## src/rtl/csa_accumulator_ctrl_if.sv

```systemverilog
// Operand stream in / resolved sum out handshake bundle for csa_accumulator_ctrl.
// master drives operands and out_ready; slave is the accumulator.
interface csa_accumulator_ctrl_if #(
    parameter int unsigned CNT_W = 4
);
    localparam int unsigned DATA_W = 32;

    logic [DATA_W-1:0] in_data;
    logic              in_valid;
    logic              in_last;
    logic              in_ready;

    logic [DATA_W-1:0] out_data;
    logic [CNT_W-1:0]  out_count;
    logic              out_sat;
    logic              out_valid;
    logic              out_ready;

    modport master (
        output in_data,
        output in_valid,
        output in_last,
        input  in_ready,
        input  out_data,
        input  out_count,
        input  out_sat,
        input  out_valid,
        output out_ready
    );

    modport slave (
        input  in_data,
        input  in_valid,
        input  in_last,
        output in_ready,
        output out_data,
        output out_count,
        output out_sat,
        output out_valid,
        input  out_ready
    );
endinterface

```

## src/rtl/csa_accumulator_ctrl.sv

```systemverilog
// Multi-operand mod-2^32 adder: operands fold into a carry-save S/C pair through one
// 3:2 compressor; a single carry-propagate add resolves the pair once per stream.
module csa_accumulator_ctrl #(
    parameter int unsigned CNT_W = 4
) (
    input  logic                  clk,
    input  logic                  rst,
    csa_accumulator_ctrl_if.slave bus
);
    localparam int unsigned DATA_W = 32;

    typedef enum logic [1:0] {
        ST_ACC     = 2'd0,
        ST_RESOLVE = 2'd1,
        ST_DONE    = 2'd2
    } state_e;

    state_e            state_q,     state_d;
    logic [DATA_W-1:0] s_q,         s_d;
    logic [DATA_W-1:0] c_q,         c_d;
    logic [CNT_W-1:0]  cnt_q,       cnt_d;
    logic              sat_q,       sat_d;
    logic [DATA_W-1:0] res_q,       res_d;
    logic [CNT_W-1:0]  out_count_q, out_count_d;
    logic              out_sat_q,   out_sat_d;
    logic              in_ready_q,  in_ready_d;
    logic              out_valid_q, out_valid_d;

    // Majority term shifted left; bit 31 of the majority falls off, which is exact mod 2^32.
    logic [DATA_W-1:0] csa_sum_c;
    logic [DATA_W-1:0] csa_carry_c;

    assign csa_sum_c   = s_q ^ c_q ^ bus.in_data;
    assign csa_carry_c = ((s_q & c_q) | (s_q & bus.in_data) | (c_q & bus.in_data)) << 1;

    always_ff @(posedge clk) begin
        if (rst) begin
            state_q     <= ST_ACC;
            s_q         <= '0;
            c_q         <= '0;
            cnt_q       <= '0;
            sat_q       <= 1'b0;
            res_q       <= '0;
            out_count_q <= '0;
            out_sat_q   <= 1'b0;
            in_ready_q  <= 1'b1;
            out_valid_q <= 1'b0;
        end else begin
            state_q     <= state_d;
            s_q         <= s_d;
            c_q         <= c_d;
            cnt_q       <= cnt_d;
            sat_q       <= sat_d;
            res_q       <= res_d;
            out_count_q <= out_count_d;
            out_sat_q   <= out_sat_d;
            in_ready_q  <= in_ready_d;
            out_valid_q <= out_valid_d;
        end
    end

    always_comb begin
        state_d     = state_q;
        s_d         = s_q;
        c_d         = c_q;
        cnt_d       = cnt_q;
        sat_d       = sat_q;
        res_d       = res_q;
        out_count_d = out_count_q;
        out_sat_d   = out_sat_q;

        unique case (state_q)
            ST_ACC: begin
                if (bus.in_valid) begin
                    s_d = csa_sum_c;
                    c_d = csa_carry_c;
                    // Count saturates at all-ones; the overflow is remembered in sat.
                    if (cnt_q == '1) begin
                        sat_d = 1'b1;
                    end else begin
                        cnt_d = cnt_q + CNT_W'(1);
                    end
                    if (bus.in_last) begin
                        state_d = ST_RESOLVE;
                    end
                end
            end
            ST_RESOLVE: begin
                res_d       = s_q + c_q;
                out_count_d = cnt_q;
                out_sat_d   = sat_q;
                state_d     = ST_DONE;
            end
            ST_DONE: begin
                if (bus.out_ready) begin
                    s_d     = '0;
                    c_d     = '0;
                    cnt_d   = '0;
                    sat_d   = 1'b0;
                    state_d = ST_ACC;
                end
            end
            default: begin
                state_d = ST_ACC;
            end
        endcase

        // Handshake flags are registered copies of the next-state decode.
        in_ready_d  = (state_d == ST_ACC);
        out_valid_d = (state_d == ST_DONE);
    end

    assign bus.in_ready  = in_ready_q;
    assign bus.out_valid = out_valid_q;
    assign bus.out_data  = res_q;
    assign bus.out_count = out_count_q;
    assign bus.out_sat   = out_sat_q;

endmodule
```

## src/flat_wrapper.sv

```systemverilog
// flat-port wrapper written by rule: the top's interface ports become plain ports
module csa_accumulator_ctrl_flat 
#(
    parameter int unsigned CNT_W = 4
)
  (clk, rst, bus_in_data, bus_in_valid, bus_in_last, bus_in_ready, bus_out_data, bus_out_count, bus_out_sat, bus_out_valid, bus_out_ready);
  csa_accumulator_ctrl_if #(.CNT_W(CNT_W)) bus_i ();
  input  logic clk;
  input  logic rst;
  input wire logic [$bits(bus_i.in_data)-1:0] bus_in_data;
  input wire logic [$bits(bus_i.in_valid)-1:0] bus_in_valid;
  input wire logic [$bits(bus_i.in_last)-1:0] bus_in_last;
  output wire logic [$bits(bus_i.in_ready)-1:0] bus_in_ready;
  output wire logic [$bits(bus_i.out_data)-1:0] bus_out_data;
  output wire logic [$bits(bus_i.out_count)-1:0] bus_out_count;
  output wire logic [$bits(bus_i.out_sat)-1:0] bus_out_sat;
  output wire logic [$bits(bus_i.out_valid)-1:0] bus_out_valid;
  input wire logic [$bits(bus_i.out_ready)-1:0] bus_out_ready;
  assign bus_i.in_data = bus_in_data;
  assign bus_i.in_valid = bus_in_valid;
  assign bus_i.in_last = bus_in_last;
  assign bus_in_ready = bus_i.in_ready;
  assign bus_out_data = bus_i.out_data;
  assign bus_out_count = bus_i.out_count;
  assign bus_out_sat = bus_i.out_sat;
  assign bus_out_valid = bus_i.out_valid;
  assign bus_i.out_ready = bus_out_ready;
  csa_accumulator_ctrl #(.CNT_W(CNT_W)) u_core (.clk(clk), .rst(rst), .bus(bus_i));
endmodule
```

## config.mk

```make
export PLATFORM = sky130hd
export DESIGN_NAME = csa_accumulator_ctrl_flat
export DESIGN_NICKNAME = d
export VERILOG_FILES = /design/src/rtl/csa_accumulator_ctrl_if.sv /design/src/rtl/csa_accumulator_ctrl.sv /design/src/flat_wrapper.sv
export SDC_FILE = /design/constraint.sdc
export NUM_CORES = 1
export LEC_CHECK = 0
export CAP_MARGIN = 20
export CORE_ASPECT_RATIO = 1.1
export CORE_MARGIN = 3
export CORE_UTILIZATION = 60
export CTS_CLUSTER_DIAMETER = 60
export DETAILED_ROUTE_END_ITERATION = 10
export PLACE_DENSITY = 0.89
export SYNTH_ARGS = -nofsm -noshare
export SYNTH_HDL_FRONTEND = slang
export SYNTH_SLANG_ARGS = --single-unit
export TNS_END_PERCENT = 1
```

## constraint.sdc

```tcl
create_clock -name clk -period 5.7 [get_ports clk]
set_input_delay 0.57 -clock clk [delete_from_list [all_inputs] [get_ports clk]]
set_output_delay 0.57 -clock clk [all_outputs]
set_load 0.05 [all_outputs]
```

## Yosys cells after proc, flatten, opt, wreduce, memory -nomap -nowiden

Index checks and enable logic that the tools add are counted.
Widths: inputs -> output; s select.

- Register bits after elaboration: 110
- Output and inout bits: 39
- Word-level logic and storage cells: 50

- $add $sub $neg: 2
- Equal/unequal tests: 8
- Mux-type cells: 17
- Bitwise gates (word level): 7
- Reduce and logical (&&, ||, !) cells: 6

Operators with widths:

| operator | count |
|---|---|
| $pmux 32 s2 | 2 |
| $mux 32 | 3 |
| $and 31x31->31 | 3 |
| $xor 32x32->32 | 2 |
| $or 31x31->31 | 2 |
| $add 32x32->32 | 1 |
| $mux 4 | 3 |
| $pmux 4 s2 | 1 |
| $reduce_and 4->1 | 2 |
| $mux 2 | 3 |
| $ne 2x2->1 const B | 3 |
| $pmux 2 s3 | 1 |
| $add 4x1->4 const B | 1 |
| $eq 2x2->1 const B | 2 |
| $eq 4x4->1 const B | 1 |
| $logic_not 2->1 | 2 |
| $mux 1 | 3 |
| $reduce_and 3->1 | 1 |
| $eq 2x1->1 const B | 1 |
| $ne 2x1->1 const B | 1 |
| $pmux 1 s2 | 1 |
| $reduce_bool 2->1 | 1 |

## Depth between registers and ports, before layout

- Depth after elaboration: 5
- Mapped depth: 10
- Gate-level depth less buffers: 10

## Worst setup path after synthesis

No wires, ideal clock.

- Kind: register -> register
- Start: register u_core.c_q[1]
- End: register u_core.res_q[29] (netlist: u_core.bus.out_data[29])
- Data arrival time: 2.351 ns
- Required time: 5.573 ns
- Setup slack: 3.222 ns
- Stages on the path, launching flop included: 11
- Path buffers: 0
- Period minus slack after synthesis: 2.478 ns
- Cells stage by stage: dfxtp_1 > ha_1 > fa_1 > a21o_1 > a221oi_4 > o211ai_2 > a31o_2 > a41oi_2 > a21oi_1 > xnor2_1 > o21ai_1

- Cells in the longest elaborated chain, start to end: 1

RTL lines:

| item | RTL line | text |
|---|---|---|
| start, declared | csa_accumulator_ctrl.sv:20 | `logic [DATA_W-1:0] c_q, c_d;` |
| start signal, assigned | csa_accumulator_ctrl.sv:40 | `c_q <= '0;` |
| start signal, assigned | csa_accumulator_ctrl.sv:51 | `c_q <= c_d;` |
| $add 32x32->32 | csa_accumulator_ctrl.sv:89 | `res_d = s_q + c_q;` |
| end signal, assigned | csa_accumulator_ctrl.sv:54 | `res_q <= res_d;` |
| end, declared | csa_accumulator_ctrl.sv:23 | `logic [DATA_W-1:0] res_q, res_d;` |

No other way between the ends.
A chain may end at the register's enable or synchronous reset.

## Worst setup path after layout

Same ends and word-level chain as after synthesis.

==> results.sh <==
export IMPL_syn_inst=663
export IMPL_track_usage=0.251
export IMPL_antenna_found_initial=0
export IMPL_irDropWorstVdd_mv=0.144
export IMPL_cts_buffers=9
export IMPL_first_pass_iters=5
export IMPL_timing_reg2reg_worst_path_depth=10
export IMPL_area_growth_synth_to_final_pct=16.3
export IMPL_initial_core_util=0.628
export IMPL_number_of_nets_in_the_layout=810
export IMPL_worst_setup_hold_path_clk_slew_ns=0.12
export IMPL_clock_sinks=109
export IMPL_min_delay_path_depth=2
export IMPL_placement_rows=37
export IMPL_cts_tree="built"
export IMPL_relSlewSlack=0.492
export IMPL_crit_type="register to register"
export IMPL_vias_in_the_first_global_route=4980
export IMPL_boundaryPins=76
export IMPL_hold_path_class="register to register"
export IMPL_synth_warn=0
export IMPL_max_clock_path_buffers=2
export IMPL_mappedNetlistNets=763
export IMPL_register_area_share_after_synthesis=0.365
export IMPL_fin_skew_ns=0.0159
export IMPL_largest_net_degree_at_the_start_of_global_routing=66
export IMPL_netlist_cell_type_count=61
export IMPL_clockRootBuffer="clkbuf_8"
export IMPL_numPortBuffers=75
export IMPL_synthArstFlopShare=0
export IMPL_worstHoldEndpoint="u_core.bus.out_data[4]$_SDFFE_PP0N_"
export IMPL_crit_path_top_delay_cell="fa_1"
export IMPL_route_antenna_remaining_nets=0
export IMPL_drc_errors_left=0
export IMPL_power_density_cell_area_nw_per_um2=229
export IMPL_syn_area_per_cell_um2=9.03
export IMPL_power_static_leakage_nw=2.75
export IMPL_synth_seq_cells=109
export IMPL_status="completed"
export IMPL_wire_per_inst_um=17.0
export IMPL_instances_no_fill=832
export IMPL_die_width_um=101
export IMPL_start_point_of_the_worst_hold_path="u_core.bus.out_data[4]$_SDFFE_PP0N_"
export IMPL_cts_hold_buf=0
export IMPL_tightest_slew_ns=0.762
export IMPL_antenna_diode_count=0
export IMPL_fin_tns_setup_ns=0
export IMPL_final_setup_viol_count=0
export IMPL_worst_r2r_startpoint="u_core.c_q[1]$_SDFFE_PP0P_"
export IMPL_layout_common_cells="109 x dfxtp_1, 87 x nor2_1, 74 x clkdlybuf4s50_1"
export IMPL_post_route_cells_drive_above_1_share=0.0503
export IMPL_crit_path_max_fanout=4
export IMPL_cp_required_ns=5.97
export IMPL_final_fill_count=701
export IMPL_dr_first_iter_drc_count=316
export IMPL_post_cts_resize_count=0
export IMPL_highest_achievable_clock_rate_mhz=363
export IMPL_critical_path_startpoint_type="register"
export IMPL_synthesis_area_um2=5980
export IMPL_critical_path_arrival_ns=3.02
export IMPL_synth_edf_count=0
export IMPL_die_height_um=111
export IMPL_smallest_hold_slack_ns=0.459
export IMPL_report_final_hold_viol_count=0
export IMPL_final_max_slew_viol_count=0
export IMPL_first_pass_grt_wire_length_um=23200
export IMPL_post_route_period_util=0.483
export IMPL_timing_critical_path_buf_inv=0
export IMPL_h_tree_depth=3
export IMPL_critical_path_cell_chain="ha_1 > fa_1 > a21o_1 > a221oi_4 > o211ai_2 > a31o_2 > a41oi_2 > a21oi_1 > xnor2_1 > o21ai_1"
export IMPL_dp_hpwl_um=10100
export IMPL_core_um2=9540
export IMPL_globalRouteOverflowTotal=0
export IMPL_wirelength_um=14200
export IMPL_setup_slack_of_the_most_critical_reg_to_reg_path_ns=2.95
export IMPL_routabilityCongestion=0.888
export IMPL_vias_per_cell=6.16
export IMPL_worst_path_dominant_cell_family="compound AO/OA/AOI/OAI gates"
export IMPL_drv_max_cap_violation_count=0
export IMPL_design_die_area_um2=11200
export IMPL_endpoint_kind="register"
export IMPL_dp_cells=815
export IMPL_post_route_min_period_ns=2.75
export IMPL_yosys_most_used_dff="dfxtp_1"
export IMPL_layout_cells_most_common="dfxtp_1"
export IMPL_utilization_of_the_core_after_routing=0.730
export IMPL_post_cts_setup_repair_buffer_count=0
export IMPL_design_power_total_mw=1.59
export IMPL_worst_r2r_endpoint="u_core.bus.out_data[29]$_SDFFE_PP0N_"
export IMPL_cp_slowest_stage_delay_ns=0.41
export IMPL_setup_repair_after_global_routing_missed_its_margin="no"
export IMPL_skew_pair_late_insertion_delay_ns=0.39
export IMPL_vias=5125
[worst min-delay path, stage by stage, from the launching register on]
cell,delay [ns]
dfxtp_1,0.33
nand2_1,0.05
a21oi_1,0.05
[cell usage after synthesis (6+ instances only)]
cell type,n,area (um^2)
dfxtp_1,109,2180
nor2_1,87,327
nand2_1,71,267
a22oi_1,62,465
a21oi_1,58,290
clkbuf_1,38,143
ha_1,32,400
fa_1,31,621
xnor2_1,18,158
a21o_1,12,90.1
o21ai_1,11,55.1
nand4_1,8,50.1
and3_1,7,43.8
inv_1,7,26.3
xor2_1,7,61.3
buf_1,6,22.5
nor3_1,6,30.0
o21bai_1,6,45.0
[metrics by stage]
| stage | setup slack [ns] | instance area (um^2) |
|---|---|---|
| 3_5_place_dp | 2.95 | 6750 |
| 4_1_cts | 2.98 | 6940 |
| 5_1_grt | 2.82 | 6960 |
| 2_1_floorplan | 3.22 | 5980 |
| 3_3_place_gp | 3.10 | 6750 |
| 6_report | 2.95 | 6960 |
[layer usage]
metal / part of all wire / vias to the layer above / track usage
li1: - / 2447 / -
met1: 0.41 / 2475 / 0.308
met2: 0.51 / 173 / 0.429
met3: 0.055 / 30 / 0.0453
met4: 0.027 / 0 / 0.0966
met5: 0 / - / 0
[state kept, by name (all words and copies together) (netlist names)]
name	count
u_core.bus.out_sat	1
u_core.c_q	31
u_core.sat_q	1
u_core.bus.in_ready	1
u_core.state_q	2
u_core.bus.out_valid	1
u_core.cnt_q	4
u_core.s_q	32
u_core.bus.out_count	4
u_core.bus.out_data	32
[cells by family after synthesis]
| kind of cell | count (synthesis) | synth area share |
|---|---|---|
| mux | 4 | 0.00669 |
| xor+xnor | 25 | 0.0366 |
| fa+ha+maj | 63 | 0.171 |
| flops | 109 | 0.365 |
| compound gates | 200 | 0.234 |
| simple gates | 210 | 0.155 |
| buf+inv | 52 | 0.0328 |
[power breakdown]
group          total (mW)  switching (mW)  internal [mW]
combinational       0.299           0.175          0.124
clock               0.461           0.291          0.170
sequential          0.831          0.0346          0.797
[cell type report]
cell class,instances,area [um^2],area share
multi-input combinational,502,3610,0.519
inverter,7,26.3,0.00378
clock buffer,9,124,0.0178
sequential,109,2180,0.314
tap,117,146,0.0210
clock inverter,7,66.3,0.00953
timing repair buffer,81,803,0.115
[worst max path at each step]
| stage | startpoint | to | slack [ns] | depth (start not counted) |
|---|---|---|---|---|
| detailed placement | bus_out_ready | u_core.cnt_q[3]$_SDFFE_PP0P_ | 2.95 | 8 |
| CTS | u_core.c_q[1]$_SDFFE_PP0P_ | u_core.bus.out_data[29]$_SDFFE_PP0N_ | 2.98 | 10 |
| finish | u_core.c_q[1]$_SDFFE_PP0P_ | u_core.bus.out_data[29]$_SDFFE_PP0N_ | 2.95 | 10 |
| global placement | u_core.c_q[1]$_SDFFE_PP0P_ | u_core.bus.out_data[29]$_SDFFE_PP0N_ | 3.10 | 10 |
| floorplan | u_core.c_q[1]$_SDFFE_PP0P_ | u_core.bus.out_data[29]$_SDFFE_PP0N_ | 3.22 | 10 |
| global route | u_core.c_q[1]$_SDFFE_PP0P_ | u_core.bus.out_data[29]$_SDFFE_PP0N_ | 2.82 | 10 |
Note: power is estimated with default switching activity, not from simulation.
